===== src/rtl/sync_fifo_prog_if.sv =====
// Producer/consumer bundle for sync_fifo_prog; names are from the FIFO's point of view
// (_i drives into the FIFO, _o comes out of it).
interface sync_fifo_prog_if #(
  parameter int WIDTH = 16,
  parameter int DEPTH = 32
);
  localparam int CW = $clog2(DEPTH) + 1;

  logic             en_i;
  logic             we_i;
  logic             re_i;
  logic             flush_i;
  logic             clear_err_i;
  logic [WIDTH-1:0] write_data_i;
  logic [CW-1:0]    af_thresh_i;
  logic [CW-1:0]    ae_thresh_i;
  logic [WIDTH-1:0] read_data_o;
  logic [CW-1:0]    count_o;
  logic             full_o;
  logic             empty_o;
  logic             half_empty_o;
  logic             almost_full_o;
  logic             almost_empty_o;
  logic             overflow_o;
  logic             underflow_o;

  modport master (
    output en_i, we_i, re_i, flush_i, clear_err_i, write_data_i, af_thresh_i, ae_thresh_i,
    input  read_data_o, count_o, full_o, empty_o, half_empty_o, almost_full_o,
           almost_empty_o, overflow_o, underflow_o
  );

  modport slave (
    input  en_i, we_i, re_i, flush_i, clear_err_i, write_data_i, af_thresh_i, ae_thresh_i,
    output read_data_o, count_o, full_o, empty_o, half_empty_o, almost_full_o,
           almost_empty_o, overflow_o, underflow_o
  );
endinterface


===== src/rtl/sync_fifo_prog.sv =====
// Single-clock FIFO with occupancy count, programmable almost flags, flush and sticky errors.
// Define FIFO_FWFT_EN for first-word-fall-through reads; otherwise Read_Data is registered.
module sync_fifo_prog #(
  parameter int WIDTH = 16,
  parameter int DEPTH = 32
) (
  input logic             clk_i,
  input logic             rst_i,
  sync_fifo_prog_if.slave bus
);
  localparam int AW = $clog2(DEPTH);
  localparam int CW = AW + 1;

  logic [WIDTH-1:0] mem_q [DEPTH];
  logic [AW-1:0]    wr_ptr_q, wr_ptr_d;
  logic [AW-1:0]    rd_ptr_q, rd_ptr_d;
  logic [CW-1:0]    count_q, count_d;
  logic             ovf_q, ovf_d;
  logic             udf_q, udf_d;
  logic             full, empty, rd_acc, wr_acc, ovf_set, udf_set;

  assign full  = (count_q == CW'(DEPTH));
  assign empty = (count_q == '0);

  always_comb begin
    rd_acc  = bus.en_i & bus.re_i & ~empty;
    // A read in the same cycle frees a slot, so a full FIFO can still accept
    wr_acc  = bus.en_i & bus.we_i & (~full | rd_acc);
    ovf_set = ~bus.flush_i & bus.en_i & bus.we_i & full & ~rd_acc;
    udf_set = ~bus.flush_i & bus.en_i & bus.re_i & empty;

    wr_ptr_d = wr_ptr_q;
    rd_ptr_d = rd_ptr_q;
    count_d  = count_q;
    if (bus.flush_i) begin
      wr_ptr_d = '0;
      rd_ptr_d = '0;
      count_d  = '0;
    end else begin
      if (wr_acc) wr_ptr_d = wr_ptr_q + AW'(1);
      if (rd_acc) rd_ptr_d = rd_ptr_q + AW'(1);
      if (wr_acc & ~rd_acc)      count_d = count_q + CW'(1);
      else if (rd_acc & ~wr_acc) count_d = count_q - CW'(1);
    end

    // A fresh error in the clearing cycle wins over the clear
    ovf_d = ovf_set | (ovf_q & ~bus.clear_err_i);
    udf_d = udf_set | (udf_q & ~bus.clear_err_i);
  end

  always_ff @(posedge clk_i or posedge rst_i) begin
    if (rst_i) begin
      wr_ptr_q <= '0;
      rd_ptr_q <= '0;
      count_q  <= '0;
      ovf_q    <= 1'b0;
      udf_q    <= 1'b0;
    end else begin
      wr_ptr_q <= wr_ptr_d;
      rd_ptr_q <= rd_ptr_d;
      count_q  <= count_d;
      ovf_q    <= ovf_d;
      udf_q    <= udf_d;
    end
  end

  always_ff @(posedge clk_i) begin
    if (wr_acc & ~bus.flush_i) mem_q[wr_ptr_q] <= bus.write_data_i;
  end

`ifdef FIFO_FWFT_EN
  assign bus.read_data_o = empty ? '0 : mem_q[rd_ptr_q];
`else
  logic [WIDTH-1:0] rdata_q, rdata_d;

  // Read port captures the head word; held across flushes and idle cycles
  always_comb begin
    rdata_d = rdata_q;
    if (rd_acc & ~bus.flush_i) rdata_d = mem_q[rd_ptr_q];
  end

  always_ff @(posedge clk_i or posedge rst_i) begin
    if (rst_i) rdata_q <= '0;
    else       rdata_q <= rdata_d;
  end

  assign bus.read_data_o = rdata_q;
`endif

  assign bus.count_o        = count_q;
  assign bus.full_o         = full;
  assign bus.empty_o        = empty;
  assign bus.half_empty_o   = (count_q <= CW'(DEPTH / 2));
  assign bus.almost_full_o  = (count_q >= bus.af_thresh_i);
  assign bus.almost_empty_o = (count_q <= bus.ae_thresh_i);
  assign bus.overflow_o     = ovf_q;
  assign bus.underflow_o    = udf_q;
endmodule

===== src/flat_wrapper.sv =====
// flat-port wrapper written by rule: the top's interface ports become plain ports
module sync_fifo_prog_flat 
#(
  parameter int WIDTH = 16,
  parameter int DEPTH = 32
)
  (clk_i, rst_i, bus_en_i, bus_we_i, bus_re_i, bus_flush_i, bus_clear_err_i, bus_write_data_i, bus_af_thresh_i, bus_ae_thresh_i, bus_read_data_o, bus_count_o, bus_full_o, bus_empty_o, bus_half_empty_o, bus_almost_full_o, bus_almost_empty_o, bus_overflow_o, bus_underflow_o);
  sync_fifo_prog_if #(.WIDTH(WIDTH), .DEPTH(DEPTH)) bus_i ();
  input logic clk_i;
  input logic rst_i;
  input wire logic [$bits(bus_i.en_i)-1:0] bus_en_i;
  input wire logic [$bits(bus_i.we_i)-1:0] bus_we_i;
  input wire logic [$bits(bus_i.re_i)-1:0] bus_re_i;
  input wire logic [$bits(bus_i.flush_i)-1:0] bus_flush_i;
  input wire logic [$bits(bus_i.clear_err_i)-1:0] bus_clear_err_i;
  input wire logic [$bits(bus_i.write_data_i)-1:0] bus_write_data_i;
  input wire logic [$bits(bus_i.af_thresh_i)-1:0] bus_af_thresh_i;
  input wire logic [$bits(bus_i.ae_thresh_i)-1:0] bus_ae_thresh_i;
  output wire logic [$bits(bus_i.read_data_o)-1:0] bus_read_data_o;
  output wire logic [$bits(bus_i.count_o)-1:0] bus_count_o;
  output wire logic [$bits(bus_i.full_o)-1:0] bus_full_o;
  output wire logic [$bits(bus_i.empty_o)-1:0] bus_empty_o;
  output wire logic [$bits(bus_i.half_empty_o)-1:0] bus_half_empty_o;
  output wire logic [$bits(bus_i.almost_full_o)-1:0] bus_almost_full_o;
  output wire logic [$bits(bus_i.almost_empty_o)-1:0] bus_almost_empty_o;
  output wire logic [$bits(bus_i.overflow_o)-1:0] bus_overflow_o;
  output wire logic [$bits(bus_i.underflow_o)-1:0] bus_underflow_o;
  assign bus_i.en_i = bus_en_i;
  assign bus_i.we_i = bus_we_i;
  assign bus_i.re_i = bus_re_i;
  assign bus_i.flush_i = bus_flush_i;
  assign bus_i.clear_err_i = bus_clear_err_i;
  assign bus_i.write_data_i = bus_write_data_i;
  assign bus_i.af_thresh_i = bus_af_thresh_i;
  assign bus_i.ae_thresh_i = bus_ae_thresh_i;
  assign bus_read_data_o = bus_i.read_data_o;
  assign bus_count_o = bus_i.count_o;
  assign bus_full_o = bus_i.full_o;
  assign bus_empty_o = bus_i.empty_o;
  assign bus_half_empty_o = bus_i.half_empty_o;
  assign bus_almost_full_o = bus_i.almost_full_o;
  assign bus_almost_empty_o = bus_i.almost_empty_o;
  assign bus_overflow_o = bus_i.overflow_o;
  assign bus_underflow_o = bus_i.underflow_o;
  sync_fifo_prog #(.WIDTH(WIDTH), .DEPTH(DEPTH)) u_core (.clk_i(clk_i), .rst_i(rst_i), .bus(bus_i));
endmodule

===== config.mk =====
export PLATFORM = sky130hd
export DESIGN_NAME = sync_fifo_prog_flat
export DESIGN_NICKNAME = d
export VERILOG_FILES = /design/src/rtl/sync_fifo_prog_if.sv /design/src/rtl/sync_fifo_prog.sv /design/src/flat_wrapper.sv
export SDC_FILE = /design/constraint.sdc
export NUM_CORES = 1
export LEC_CHECK = 0
export ABC_AREA = 1
export ABC_CLOCK_PERIOD_IN_PS = 2190
export BUFFER_PORTS_ARGS = -buffer_cell sky130_fd_sc_hd__buf_2
export CAP_MARGIN = 30
export CORE_UTILIZATION = 35
export CTS_BUF_LIST = sky130_fd_sc_hd__clkbuf_8 sky130_fd_sc_hd__clkbuf_16
export CTS_CLUSTER_SIZE = 10
export DETAILED_ROUTE_END_ITERATION = 10
export GPL_ROUTABILITY_DRIVEN = 0
export PLACE_DENSITY_LB_ADDON = 0.1
export SLEW_MARGIN = 20
export SYNTH_ARGS = -nofsm -noshare
export SYNTH_HDL_FRONTEND = slang
export SYNTH_SLANG_ARGS = --single-unit

===== constraint.sdc =====
create_clock -name clk_i -period 2.19 [get_ports clk_i]
set_input_delay 0.5475 -clock clk_i [delete_from_list [all_inputs] [get_ports clk_i]]
set_output_delay 0.5475 -clock clk_i [all_outputs]
set_load 0.01 [all_outputs]

Word-level counts from Yosys, hierarchy flattened
Memory sizes are Yosys's and may differ from the RTL's. A register that Yosys moved wholly into a read port is not among the register bits.
Cells that the tools add are included.
{"block": "totals", "input_bits": 35, "out_inout_bits": 29, "memories": 1, "mem_bits_rw": 512, "word_cells": 52, "register_bits": 18}
{"block": "op_classes", "n_mux": 9, "bitwise_logic": 25, "n_addsub": 4, "reduce_logical": 4, "eq_ne": 1, "n_lt_le_gt_ge": 3}
{"name": "u_core.mem_q", "depth": 32, "word_bits": 16, "rd": 1, "rd_clocked_by_memory_dff": 1, "write_ports": 1, "line": "sync_fifo_prog.sv:14", "rtl": "logic [WIDTH-1:0] mem_q [DEPTH];"}
{"operator": "$mux 5", "count": 4}
{"operator": "$mux 6", "count": 3}
{"operator": "$and 1x1->1", "count": 16}
{"operator": "$add 5x1->5 const B", "count": 2}
{"operator": "$add 6x1->6 const B", "count": 1}
{"operator": "$eq 6x6->1 const B", "count": 1}
{"operator": "$ge 6x6->1", "count": 1}
{"operator": "$le 6x5->1 const B", "count": 1}
{"operator": "$le 6x6->1", "count": 1}
{"operator": "$logic_not 6->1", "count": 1}
{"operator": "$not 1->1", "count": 6}
{"operator": "$sub 6x1->6 const B", "count": 1}
{"operator": "$reduce_bool 2->1", "count": 2}
{"operator": "$or 1x1->1", "count": 3}
{"operator": "$reduce_bool 3->1", "count": 1}
{"operator": "$mux 1", "count": 2}

Depth between registers and ports, before layout
{"block": "logic_depth", "depth_word": 10, "mapped_depth": 13, "ltp_nobuf": 11}

Least setup slack after synthesis
No wires, ideal clock.
{"block": "synth_timing", "kind": "register to register", "start": "reg u_core.count_q[5], in the netlist u_core.bus.count_o[5]", "end": "mem u_core.mem_q[0][0], enable pin", "n_path_buf": 0, "period_less_slack_ns": 2.356, "arrival_time_ns": 1.968, "path_stages_with_launch": 10, "path_slack_ns": -0.166, "required_time_ns": 1.802, "setup_ns": 0.388, "path_cell_list": "dfrtp_1 -> inv_2 -> nor2_1 -> nand3_1 -> inv_2 -> nand2_1 -> nand2_1 -> inv_2 -> nand2_1 -> nor2_1"}
{"block": "synth_between", "word_cells_on_any_way": 10, "cone_classes": "eq/ne: 1; mux: 2; bitwise: 6; reduce/logical: 1"}
{"item": "start: declaration", "line": "sync_fifo_prog.sv:17", "rtl": "logic [CW-1:0] count_q, count_d;"}
{"item": "start signal: assignment", "line": "sync_fifo_prog.sv:61", "rtl": "count_q <= count_d;"}
{"item": "$eq 6x6->1", "line": "sync_fifo_prog.sv:22", "rtl": "assign full = (count_q == CW'(DEPTH));"}
{"item": "named net bus_full_o", "line": "flat_wrapper.sv:21", "rtl": "output wire logic [$bits(bus_i.full_o)-1:0] bus_full_o;"}
{"item": "$not 1->1", "line": "sync_fifo_prog.sv:28", "rtl": "wr_acc = bus.en_i & bus.we_i & (~full | rd_acc);"}
{"item": "$or 1x1->1", "line": "sync_fifo_prog.sv:28"}
{"item": "$and 1x1->1", "line": "sync_fifo_prog.sv:28"}
{"item": "$and 1x1->1", "line": "sync_fifo_prog.sv:68", "rtl": "if (wr_acc & ~bus.flush_i) mem_q[wr_ptr_q] <= bus.write_data_i;"}
{"item": "$mux 1", "line": "sync_fifo_prog.sv:68"}
{"item": "$mux 1 (not written as such)", "line": "sync_fifo_prog.sv:68"}
{"item": "end: declaration", "line": "sync_fifo_prog.sv:14"}
The timed path passes the listed nets, and every way through them passes these cells.

Final worst setup path
{"block": "layout_timing", "start": "reg u_core.count_q[5], in the netlist u_core.bus.count_o[5]", "end": "out bus_almost_empty_o"}
{"block": "layout_between", "elab_chain_len": 1}
{"item": "$le 6x6->1", "line": "sync_fifo_prog.sv:95", "rtl": "assign bus.almost_empty_o = (count_q <= bus.ae_thresh_i);"}
{"item": "end: declaration", "line": "flat_wrapper.sv:25", "rtl": "output wire logic [$bits(bus_i.almost_empty_o)-1:0] bus_almost_empty_o;"}
Every way passes these cells.

==> load_flow_metrics.sql <==
INSERT INTO impl_metrics (metric_group, metric, value, unit) VALUES
('outcome', 'status', 'finished with violations', ''),
('outcome', 'failed_checks', 'negative setup slack', ''),
('timing', 'rsz_0062_raised_after_global_routing', 'true', ''),
('critical_path', 'critPathLaunchType', 'flop', ''),
('timing', 'timing.slew.headroom', '53.1', '%'),
('logic_synthesis', 'leading_cell_type_by_number_of_instances_after_synthesis', 'nand2_1', ''),
('timing', 'finalCritPeriodShare', '112', '%'),
('logic_synthesis', 'netlist_instances', '2092', ''),
('routing', 'detail_route.iter0.violations', '1269', ''),
('timing', 'finalWorstSetupSlack', '-0.271', 'ns'),
('pwr', 'power_leakage', '10.8', 'nW'),
('global_routing', 'grt_pass1_vias', '15565', ''),
('critical_path', 'critical_path.reg2reg.endpoint', 'u_core.bus.count_o[5]', ''),
('clock_tree', 'cts_tree', 'done', ''),
('finish', 'area.sequential', '16200', 'sq um'),
('finish', 'synthesis_to_finish_area_growth', '22.1', '%'),
('finish', 'post_route_cells_drive_above_1_share', '15.5', '%'),
('die', 'die_w', '258', 'um'),
('critical_path', 'setup.worst_path.class', 'flop to output port', ''),
('timing', 'totalNegativeSetupSlack', '-0.681', 'ns'),
('pwr', 'switchingPower', '7.14', 'mW'),
('die', 'floorplan.initialDensity', '35.5', '%'),
('finish', 'fillers', '6074', ''),
('placed_design', 'place_inst', '3035', ''),
('pwr', 'combinationalPowerShare', '17.5', '%'),
('routing', 'drt.antenna.violating_nets', '0', ''),
('routing', 'postRouteWirelength', '68.9', 'mm'),
('logic_synthesis', 'syn_nets', '2149', ''),
('critical_path', 'cp_data_required_time', '1.64', 'ns'),
('clock_tree', 'worst_skew_pair.late_latency', '0.60', 'ns'),
('die', 'die_area', '66600', 'sq um'),
('clock_tree', 'ctsHtreeMaxLevel', '3', ''),
('timing', 'setup_viol_count_final', '7', ''),
('logic_synthesis', 'yosys_register_bits', '546', ''),
('critical_path', 'reg2reg_depth', '12', ''),
('logic_synthesis', 'async_set_or_reset_register_ratio_after_synthesis', '6.23', '%'),
('routing', 'drc', '0', ''),
('pwr', 'power_frac_seq', '45.1', '%'),
('critical_path', 'critical_path.max_fanout', '4', ''),
('clock_tree', 'tritoncts_num_sinks', '546', ''),
('global_routing', 'grt_max_degree', '88', ''),
('logic_synthesis', 'synth_edf_count', '512', ''),
('placed_design', 'count_of_input_and_output_buffers', '63', ''),
('logic_synthesis', 'synth_area_leader_cell', 'edfxtp_1', ''),
('hold_path', 'hold_path_class', 'input port to asynchronous set/reset pin', ''),
('critical_path', 'critPathCapture', 'bus_almost_empty_o', ''),
('finish', 'fin_cells', '3152', ''),
('critical_path', 'reg2reg_slack', '-0.11', 'ns'),
('timing', 'fmax', '0.406', 'GHz'),
('finish', 'area_of_the_multi_input_gates', '6120', 'sq um'),
('pwr', 'worst_ir_drop_vdd', '514', 'uV'),
('global_routing', 'grt_util_all_layers', '20.7', '%'),
('pwr', 'internal_power', '19.1', 'mW'),
('logic_synthesis', 'syn-cell-area', '22900', 'sq um'),
('die', 'boundaryPins', '64', ''),
('logic_synthesis', 'post-synth-top-area-fraction', '67.0', '%'),
('timing', 'timing.clock.skew', '0.0279', 'ns'),
('finish', 'layout.nets', '2321', ''),
('die', 'die_h', '258', 'um'),
('routing', 'route.vias.total', '15726', ''),
('critical_path', 'critical_path.endpoint_type', 'output port', ''),
('flow_run', 'drv_cap', '0', ''),
('clock_tree', 'path_clk_slew', '0.05', 'ns'),
('die', 'fp.coreArea', '64600', 'sq um'),
('clock_tree', 'cts_root_buf', 'clkbuf_16', ''),
('timing', 'fin_crit', '2.46', 'ns'),
('timing', 'maxSlewViolCount', '0', ''),
('pwr', 'powerDensity', '936', 'nW/um^2'),
('logic_synthesis', 'ys_seq_area_share', '70.7', '%'),
('routing', 'via_per_inst', '4.99', ''),
('clock_tree', 'ctsHoldBuffers', '0', '');
==> worst max-delay path, cell delays in order, from the launching register on <==
cell	delay, ns
dfrtp_1	0.39
buf_6	0.14
ha_4	0.27
nand2_4	0.05
inv_2	0.07
nand3_4	0.07
o221ai_2	0.14
nand2_1	0.07
buf_2	0.14
==> placed cells by master (no fill, tap or decap), types with 61 or more instances in the layout <==
master     count
buf_4         62
buf_2         63
o21ai_0       90
nor2_1       212
edfxtp_1     512
buf_12        61
nand3_1      256
inv_1        120
clkbuf_16     70
nand2_1      645
==> through the flow <==
stage	util, %	setup WS, ns	power, mW	cell area [sq um]	hold slack (ns)
2_1_floorplan	-	-0.166	14.2	22900	0.516
3_3_place_gp	39.6	-0.00406	16.1	25600	0.461
3_5_place_dp	39.6	-0.126	16.1	25600	0.462
4_1_cts	42.7	-0.323	26.2	27600	0.0315
5_1_grt	43.4	-0.374	27.3	28000	0.0657
6_report	43.4	-0.271	26.2	28000	0.0471
==> cell families (layout without fill, tap and decap cells) <==
group	after synthesis	after routing	synth area share, %
XOR/XNOR	3	3	0.115
adder cells (fa/ha/maj)	22	22	1.23
AND/OR/NAND/NOR	1162	1162	20.6
flip-flops	546	546	70.7
AO/OA/AOI/OAI	145	145	3.23
buffers and inverters	214	419	4.11
==> cell type report <==
class                      instances  area share, %
multi-input combinational       1332           21.9
clock inverter                    33          0.585
tap                              855           3.82
inverter                         110           1.57
sequential                       546           58.0
clock buffer                      69           6.17
timing repair buffer             207           8.04
==> layer usage <==
layer | vias up | global-route usage [%] | part of all wire [%]
met3 | 121 | 2.92 | 4.7
met5 | - | 0 | 0
li1 | 7440 | - | -
met1 | 7737 | 29.1 | 46
met2 | 428 | 32.8 | 47
met4 | 0 | 7.50 | 3.0
==> timing repair <==
item / CTS / global route
pin swaps: 7 / 18
buffers inserted: 6 / 6
gates resized for setup: 20 / 75
setup endpoints to repair: 5 / 488
cloned: 0 / 4
==> state kept, by name, summed over array words and instances, names as in the netlist <==
signal / flops
u_core.wr_ptr_q: 5
u_core.mem_q: 512
u_core.bus.read_data_o: 16
u_core.bus.underflow_o: 1
u_core.rd_ptr_q: 5
u_core.bus.overflow_o: 1
u_core.bus.count_o: 6
==> worst min path at each step <==
stage / from / cells after the start / slack [ns] / to
global route: rst_i / 2 / 0.07 / u_core.bus.underflow_o
CTS: rst_i / 2 / 0.03 / u_core.bus.read_data_o[3]
floorplan: u_core.bus.read_data_o[0] / 2 / 0.52 / u_core.bus.read_data_o[0]
finish: rst_i / 2 / 0.05 / u_core.bus.underflow_o
global placement: u_core.bus.read_data_o[15] / 2 / 0.46 / u_core.bus.read_data_o[15]
detailed placement: u_core.bus.read_data_o[12] / 2 / 0.46 / u_core.bus.read_data_o[12]
==> power by group through the flow <==
stage	sequential (mW)	clock, mW	combinational (mW)
floorplan	12.1	0	2.17
global placement	12.0	0	4.04
detailed placement	12.0	0	4.10
CTS	11.8	10.0	4.30
global route	11.8	10.4	5.07
finish	11.8	9.80	4.58
Power figures use the tool's default switching activity.
